<file path="config.mk">
export PLATFORM = sky130hd
export DESIGN_NAME = ysyx_22040125_stage_reg
export DESIGN_NICKNAME = d
export VERILOG_FILES = /design/src/rtl/ysyx_22040125_pipe_pkg.sv /design/src/rtl/ysyx_22040125_sat_cnt.sv /design/src/rtl/ysyx_22040125_stage_reg.sv
export SDC_FILE = /design/constraint.sdc
export NUM_CORES = 1
export LEC_CHECK = 0
export ABC_CLOCK_PERIOD_IN_PS = 2600
export CAP_MARGIN = 20
export CELL_PAD_IN_SITES_DETAIL_PLACEMENT = 1
export CELL_PAD_IN_SITES_GLOBAL_PLACEMENT = 1
export CORE_ASPECT_RATIO = 0.7
export CORE_MARGIN = 2
export CORE_UTILIZATION = 30
export CTS_BUF_LIST = sky130_fd_sc_hd__clkbuf_16
export CTS_CLUSTER_SIZE = 8
export DETAILED_ROUTE_END_ITERATION = 12
export HOLD_SLACK_MARGIN = 0.06
export PLACE_DENSITY = 0.89
export SLEW_MARGIN = 20
export SYNTH_ARGS = -nofsm -noshare
export SYNTH_HDL_FRONTEND = slang
export SYNTH_SLANG_ARGS = --single-unit
</file>
<file path="constraint.sdc">
create_clock -name i_clk -period 2.6 [get_ports i_clk]
set_input_delay 0.78 -clock i_clk [delete_from_list [all_inputs] [get_ports i_clk]]
set_output_delay 0.78 -clock i_clk [all_outputs]
set_load 0.02 [all_outputs]
</file>
<file path="src/rtl/ysyx_22040125_pipe_pkg.sv">
// Shared definitions for the ysyx_22040125 pipeline stage registers.
//   - stage_st_e  : occupancy state of one stage register
//   - OCC_*       : occupancy encoding driven on the occupancy port
//   - *_W         : per-boundary payload widths; core instances set WIDTH from these
//   - occ_of()    : state -> occupancy decode
package ysyx_22040125_pipe_pkg;

  typedef enum logic [1:0] {
    ST_EMPTY = 2'd0,
    ST_MAIN  = 2'd1,
    ST_FULL  = 2'd2
  } stage_st_e;

  localparam logic [1:0] OCC_ZERO = 2'd0;
  localparam logic [1:0] OCC_ONE  = 2'd1;
  localparam logic [1:0] OCC_TWO  = 2'd2;

  // Packed field bundle widths at each pipeline boundary.
  localparam int IF_ID_W   = 64 + 32 + 1;            // pc, inst, valid-inst
  localparam int ID_EXE_W  = 64 + 64 + 64 + 64 + 5 + 32; // pc, rs1, rs2, imm, rd, ctrl
  localparam int EXE_MEM_W = 64 + 64 + 64 + 5 + 16;   // pc, alu, store data, rd, ctrl
  localparam int MEM_WB_W  = 64 + 64 + 5 + 8;         // pc, wb data, rd, ctrl

  function automatic logic [1:0] occ_of(input stage_st_e st);
    case (st)
      ST_MAIN: occ_of = OCC_ONE;
      ST_FULL: occ_of = OCC_TWO;
      default: occ_of = OCC_ZERO;
    endcase
  endfunction

endpackage

</file>
<file path="src/rtl/ysyx_22040125_sat_cnt.sv">
// Saturating up-counter.
//   i_clk  : clock
//   i_rst  : synchronous active-high reset, clears the count
//   i_inc  : add one this cycle unless already at all-ones
//   o_cnt  : current count
module ysyx_22040125_sat_cnt #(
  parameter int CNT_W = 32
) (
  input  logic             i_clk,
  input  logic             i_rst,
  input  logic             i_inc,
  output logic [CNT_W-1:0] o_cnt
);

  logic [CNT_W-1:0] r_cnt;

  always_ff @(posedge i_clk) begin
    if (i_rst)                    r_cnt <= '0;
    else if (i_inc && ~&r_cnt)    r_cnt <= r_cnt + 1'b1;
  end

  assign o_cnt = r_cnt;

endmodule

</file>
<file path="src/rtl/ysyx_22040125_stage_reg.sv">
// Generic pipeline stage register with valid/ready handshake, flush and a
// saturating back-pressure counter.
// Optional feature macro: YSYX_22040125_STAGE_SKID_EN adds a skid entry so
// that in_ready is a pure register and throughput stays at one beat/cycle.
// Ports:
//   i_clk, i_rst           : clock, synchronous active-high reset
//   i_flush                : drop all held beats (same-cycle output transfer still completes)
//   i_in_valid/o_in_ready/i_in_data     : upstream handshake + payload
//   o_out_valid/i_out_ready/o_out_data  : downstream handshake + payload (main register)
//   o_occupancy            : beats held (registered)
//   o_stall_cnt            : cycles with out_valid && !out_ready && !flush, saturating
module ysyx_22040125_stage_reg
  import ysyx_22040125_pipe_pkg::*;
#(
  parameter int WIDTH = 64,
  parameter int CNT_W = 32
) (
  input  logic             i_clk,
  input  logic             i_rst,
  input  logic             i_flush,
  input  logic             i_in_valid,
  output logic             o_in_ready,
  input  logic [WIDTH-1:0] i_in_data,
  output logic             o_out_valid,
  input  logic             i_out_ready,
  output logic [WIDTH-1:0] o_out_data,
  output logic [1:0]       o_occupancy,
  output logic [CNT_W-1:0] o_stall_cnt
);

  stage_st_e        r_state, w_state_nxt;
  logic [WIDTH-1:0] r_main,  w_main_nxt;
  logic [1:0]       r_occ;
  // Low only in the cycle(s) right after a reset edge, so in_ready reads 0
  // during reset in both configurations.
  logic             r_rst_done;
  logic             w_in_xfer, w_out_xfer;

`ifdef YSYX_22040125_STAGE_SKID_EN
  logic [WIDTH-1:0] r_skid, w_skid_nxt;
  logic             r_in_ready;
`endif

  assign o_out_valid = (r_state != ST_EMPTY);
  assign w_in_xfer   = i_in_valid && o_in_ready;
  assign w_out_xfer  = o_out_valid && i_out_ready;

  always_comb begin
    w_state_nxt = r_state;
    w_main_nxt  = r_main;
`ifdef YSYX_22040125_STAGE_SKID_EN
    w_skid_nxt  = r_skid;
`endif
    case (r_state)
      ST_EMPTY: if (w_in_xfer) begin
        w_main_nxt  = i_in_data;
        w_state_nxt = ST_MAIN;
      end
      ST_MAIN: begin
        if (w_in_xfer && w_out_xfer) w_main_nxt = i_in_data;
        else if (w_out_xfer)         w_state_nxt = ST_EMPTY;
`ifdef YSYX_22040125_STAGE_SKID_EN
        // Downstream stalled: park the new (younger) beat behind main.
        else if (w_in_xfer) begin
          w_skid_nxt  = i_in_data;
          w_state_nxt = ST_FULL;
        end
`endif
      end
`ifdef YSYX_22040125_STAGE_SKID_EN
      ST_FULL: if (w_out_xfer) begin
        w_main_nxt  = r_skid;
        w_skid_nxt  = '0;
        w_state_nxt = ST_MAIN;
      end
`endif
      default: w_state_nxt = ST_EMPTY;
    endcase
    // Zeroed payload keeps bubbles visible as zeros in traces.
    if (i_flush) begin
      w_state_nxt = ST_EMPTY;
      w_main_nxt  = '0;
`ifdef YSYX_22040125_STAGE_SKID_EN
      w_skid_nxt  = '0;
`endif
    end
  end

  always_ff @(posedge i_clk) begin
    if (i_rst) begin
      r_state    <= ST_EMPTY;
      r_main     <= '0;
      r_occ      <= OCC_ZERO;
      r_rst_done <= 1'b0;
    end else begin
      r_state    <= w_state_nxt;
      r_main     <= w_main_nxt;
      r_occ      <= occ_of(w_state_nxt);
      r_rst_done <= 1'b1;
    end
  end

`ifdef YSYX_22040125_STAGE_SKID_EN
  always_ff @(posedge i_clk) begin
    if (i_rst) begin
      r_skid     <= '0;
      r_in_ready <= 1'b0;
    end else begin
      r_skid     <= w_skid_nxt;
      r_in_ready <= (w_state_nxt != ST_FULL);
    end
  end
  assign o_in_ready = r_in_ready;
`else
  assign o_in_ready = r_rst_done && (!o_out_valid || i_out_ready);
`endif

  assign o_out_data  = r_main;
  assign o_occupancy = r_occ;

  ysyx_22040125_sat_cnt #(.CNT_W(CNT_W)) u_stall_cnt (
    .i_clk (i_clk),
    .i_rst (i_rst),
    .i_inc (o_out_valid && !i_out_ready && !i_flush),
    .o_cnt (o_stall_cnt)
  );

endmodule
</file>
-- Word-level counts from Yosys, hierarchy flattened
Index checks and enable logic that the tools add are counted.
- register bits after elaboration: 101
- input bits: 69
- output and inout port bits: 100
- word-level logic and storage cells: 39
- add/subtract/negate cells: 1
- equal/unequal tests: 5
- muxes and demuxes: 10
- reduce and logical (&&, ||, !) cells: 18
- operators with widths (cell ; number):
    $mux W64 ; 2
    $pmux W64 S2 ; 1
    $add A32 B1 Y32 const B ; 1
    $reduce_and A32 Y1 ; 1
    $mux W2 ; 4
    $pmux W2 S2 ; 2
    $logic_and A1 B1 Y1 ; 7
    $eq A2 B1 Y1 const B ; 2
    $logic_not A1 Y1 ; 4
    $ne A2 B2 Y1 const B ; 2
    $reduce_bool A2 Y1 ; 2
    $reduce_and A3 Y1 ; 1
    $eq A2 B2 Y1 const B ; 1
    $logic_not A2 Y1 ; 1
    $reduce_or A2 Y1 ; 1
    $logic_or A1 B1 Y1 ; 1
    $mux W1 ; 1

-- Longest topological paths before layout
- depth after elaboration: 11
- depth in mapped cells: 7
- depth with buffers taken out: 6

-- Hierarchy
Synthesis repeated with hierarchy kept, for this count alone.
- cells, all modules: 500
- area, all modules: 4578.1 sq um
- by module, submodules not included (module ; instances ; cells an instance ; area each (sq um) ; sequential area each (sq um)):
    ysyx_22040125_stage_reg ; 1 ; 309 ; 2856.5 ; 1381.3
    ysyx_22040125_sat_cnt ; 1 ; 191 ; 1721.7 ; 640.6

-- Least setup slack after synthesis
OpenSTA, ideal clock, no wires.
- path type: in2reg
- start: input i_out_ready
- end: register u_stall_cnt.r_cnt[21], in the netlist u_stall_cnt.o_cnt[21]
- library setup time: 0.070 ns
- arrival: 2.198 ns
- data required time: 2.530 ns
- path slack: 0.331 ns
- stages on the path: 5
- path buffers: 0
- cells stage by stage: o21ba_2 nand2_1 or4_1 or4_1 a21oi_1
- word-level cells in the longest chain between the ends: 4
- RTL lines (element ; RTL line ; text):
    start, declared ; ysyx_22040125_stage_reg.sv:25 ; input logic i_out_ready,
    $logic_not A1 Y1 ; ysyx_22040125_stage_reg.sv:124 ; .i_inc (o_out_valid && !i_out_ready && !i_flush),
    $logic_and A1 B1 Y1 (2 in a row) ; ysyx_22040125_stage_reg.sv:124 ;
    $logic_and A1 B1 Y1 ; ysyx_22040125_sat_cnt.sv:19 ; else if (i_inc && ~&r_cnt) r_cnt <= r_cnt + 1'b1;
    end signal, assigned ; ysyx_22040125_sat_cnt.sv:19 ;
    end, declared ; ysyx_22040125_sat_cnt.sv:15 ; logic [CNT_W-1:0] r_cnt;
Every way passes these cells.
A chain may end at the register's enable or synchronous reset.

-- Worst setup path in the final report
Ends and elaborated chain as after synthesis.

==> impl_metrics.env <==
export IMPL_vias=4126
export IMPL_pwr_share_clk=0.405
export IMPL_avgSynthCellArea_um2=8.09
export IMPL_synth_edff_count=0
export IMPL_crit_start="i_out_ready"
export IMPL_core_region_area_um2=13100
export IMPL_yosysSeqAreaShare=0.509
export IMPL_io_pins=169
export IMPL_worst_slew_margin_rel=0.608
export IMPL_dp_cells=817
export IMPL_min_path_type="reg -> reg"
export IMPL_cts_tree="yes"
export IMPL_clk_pin_slew_worst_paths_ns=0.07
export IMPL_fin_crit_sh=0.971
export IMPL_drt_total_wl_mm=13.5
export IMPL_reg2reg_from="u_stall_cnt.o_cnt[0]$_SDFFE_PP0P_"
export IMPL_p_leak_uw=0.00202
export IMPL_portBuffers=168
export IMPL_clock_root_buffer="clkbuf_16"
export IMPL_worst_setup_path_start_kind="input pin"
export IMPL_slew_viol_final=0
export IMPL_antennaDiodeCount=0
export IMPL_ant_nets=0
export IMPL_htreeDepth=3
export IMPL_overflow=0
export IMPL_syn_area_um2=3970
export IMPL_ys_top_cells_by_area="dfxtp_1 51%, nand2_1 14%, a21oi_1 11%"
export IMPL_routed_via_density=4.95
export IMPL_ys_warnings_count=0
export IMPL_yosys_register_bits=101
export IMPL_fin_worst_skew_ns=0.00684
export IMPL_r2r_cells=8
export IMPL_crit_end="u_stall_cnt.o_cnt[21]$_SDFFE_PP0P_"
export IMPL_crit_fanout=5
export IMPL_vdd_drop_max_mv=0.306
export IMPL_dp_hpwl_mm=10.1
export IMPL_fin_cells=833
export IMPL_p_switching_uw=740
export IMPL_rrSetupSlack_ns=0.20
export IMPL_area_growth_pct=57.0
export IMPL_swShare=0.238
export IMPL_die_h_um=100
export IMPL_drtIter0Drc=195
export IMPL_cp_arrival_ns=2.79
export IMPL_grt_max_degree=65
export IMPL_initial_utilization=0.304
export IMPL_powerDensity_nw_per_um2=499
export IMPL_finalSetupViolCount=0
export IMPL_first_pass_iters=4
export IMPL_die_w_um=142
export IMPL_drv_cap=0
export IMPL_netlist_instances=491
export IMPL_p_seq_frac=0.506
export IMPL_netlist_area_leader_share=0.509
export IMPL_netlist_top_cell_by_area="dfxtp_1"
export IMPL_worst_pin_slew_ns=0.583
export IMPL_endpoint_kind="flop"
export IMPL_ys_types=36
export IMPL_clockBufferDepth=2
export IMPL_fmax_mhz=396
export IMPL_required_ns=2.86
export IMPL_fp_dieArea_um2=14200
export IMPL_cts_buffers=9
export IMPL_rows=35
export IMPL_grt_pass1_wl_mm=21.6
export IMPL_ctsHoldBuffers=0
export IMPL_fin_tns_setup_ns=0
export IMPL_run_status="completed"
export IMPL_final_net_count=732
export IMPL_p_total_uw=3110
export IMPL_grtUsageTotal=0.188
export IMPL_cts_sinks=101
export IMPL_grt_antenna_before_repair=0
export IMPL_p_comb_frac=0.089
export IMPL_cts_setup_buffers=0
export IMPL_p_int_uw=2370
export IMPL_r2r_end="u_stall_cnt.o_cnt[1]$_SDFFE_PP0P_"
export IMPL_crit_type="in -> reg"
export IMPL_routabilityCongestion=0.927
export IMPL_post_route_min_period_ns=2.53
export IMPL_ys_flop_type="dfxtp_1"
export IMPL_rsz0062_at_grt="no"
export IMPL_grt_pass1_vias=4308
export IMPL_drive_above_1_share=0.0690
export IMPL_clkLatencyLatePin_ns=0.34
export IMPL_post_drt_wl_per_cell_um=16.2
export IMPL_hold_viol=0
export IMPL_drc=0
export IMPL_utilization=0.478
export IMPL_async_reset_ff_frac=0
==> worst max-delay path, stage by stage <==
cell and delay (ns):
clkdlybuf4s50_1 0.42, buf_4 0.14, o21ba_2 0.23, nand2_1 0.07, or4_4 0.52, or4_1 0.48
a21oi_1 0.14
==> power groups by stage <==
stage | Clock [µW] | Combinational, µW | Sequential [µW]
2_1_floorplan | 0 | 76.9 | 1630
3_3_place_gp | 0 | 270 | 1610
3_5_place_dp | 0 | 279 | 1610
4_1_cts | 1300 | 280 | 1580
5_1_grt | 1360 | 297 | 1580
6_report | 1260 | 276 | 1580
==> layer usage <==
| metal | routed length [µm] | global-route usage | vias up |
|---|---|---|---|
| met2 | 6660 | 0.330 | 112 |
| met1 | 5890 | 0.230 | 1967 |
| met5 | 0 | 0 | - |
| li1 | - | - | 2034 |
| met4 | 134 | 0.0492 | 0 |
| met3 | 782 | 0.0501 | 13 |
==> flip-flops by register name, indices dropped and copies added (netlist names) <==
signal and flops:
r_rst_done 1, o_out_data 64, o_occupancy 2, r_state 2
u_stall_cnt.o_cnt 32
==> cell usage after synthesis (all sizes together) (5+ instances only) <==
| cell type | count |
|---|---|
| a21oi | 86 |
| nor3 | 6 |
| clkbuf | 27 |
| and4 | 6 |
| inv | 8 |
| dfxtp | 101 |
| nand2 | 144 |
| o21ai | 13 |
| nor2 | 12 |
| o31ai | 11 |
| nand3 | 9 |
| nor4 | 5 |
| nand4 | 8 |
| or3 | 15 |
| or4 | 12 |
==> worst min path at each step <==
stage / from / to / slack [ns] / cells past startpoint
final: o_out_data[7]$_SDFFE_PP0P_ / o_out_data[7]$_SDFFE_PP0P_ / 0.46 / 2
after global routing: o_out_data[1]$_SDFFE_PP0P_ / o_out_data[1]$_SDFFE_PP0P_ / 0.48 / 2
after CTS: o_out_data[7]$_SDFFE_PP0P_ / o_out_data[7]$_SDFFE_PP0P_ / 0.46 / 2
after detailed placement: o_out_data[16]$_SDFFE_PP0P_ / o_out_data[16]$_SDFFE_PP0P_ / 0.45 / 2
after global placement: o_out_data[49]$_SDFFE_PP0P_ / o_out_data[49]$_SDFFE_PP0P_ / 0.44 / 2
after floorplan: o_out_data[0]$_SDFFE_PP0P_ / o_out_data[0]$_SDFFE_PP0P_ / 0.53 / 2
==> layout make-up <==
class                           instances  area (µm²)
Fill cell                            1520        6820
Sequential cell                       101        2020
Timing Repair Buffer                  189        1870
Multi-Input combinational cell        353        1830
Clock buffer                            9         225
Tap cell                              166         208
Clock inverter                          7        51.3
Inverter                                8        30.0
==> through the flow <==
stage          area [µm²]  worst slack [ns]  hold WS (ns)
6_report             6230            0.0743         0.459
3_5_place_dp         5950            -0.330         0.450
2_1_floorplan        3980             0.331         0.535
3_3_place_gp         5950            -0.294         0.441
5_1_grt              6230            0.0255         0.479
4_1_cts              6230           0.00951         0.462
==> placed cells by master (no fill, tap or decap), drive strengths merged, types with 2 or more instances in the layout <==
cell type / netlist / routed
a21oi: 86 / 86
and2: 4 / 4
and4: 6 / 6
buf: 3 / 22
clkbuf: 27 / 9
clkdlybuf4s50: 0 / 167
clkinv: 0 / 4
conb: 1 / 2
dfxtp: 101 / 101
inv: 8 / 11
nand2: 144 / 144
nand3: 9 / 9
nand4: 8 / 8
nor2: 12 / 12
nor2b: 2 / 2
nor3: 6 / 6
nor4: 5 / 5
o211ai: 2 / 2
o21ai: 13 / 13
o31ai: 11 / 11
or3: 15 / 15
or4: 12 / 12
xnor2: 4 / 4
xor2: 3 / 3
==> kinds of logic after synthesis <==
group	count (synthesis)	synth area share
AOI/OAI and AO/OA	119	0.173
xor gates and xnor gates	7	0.0154
adders and majority gates	1	0.00315
buffers and inverters	38	0.0372
DFF	101	0.509
muxes	1	0.00252
other	1	0.000944
and+or+nand+nor	223	0.259
==> what timing repair did <==
item	CTS	global route
endpoints found under the setup margin	1	5
gates cloned	0	0
resized for setup	3	4
Power figures use the tool's default switching activity.
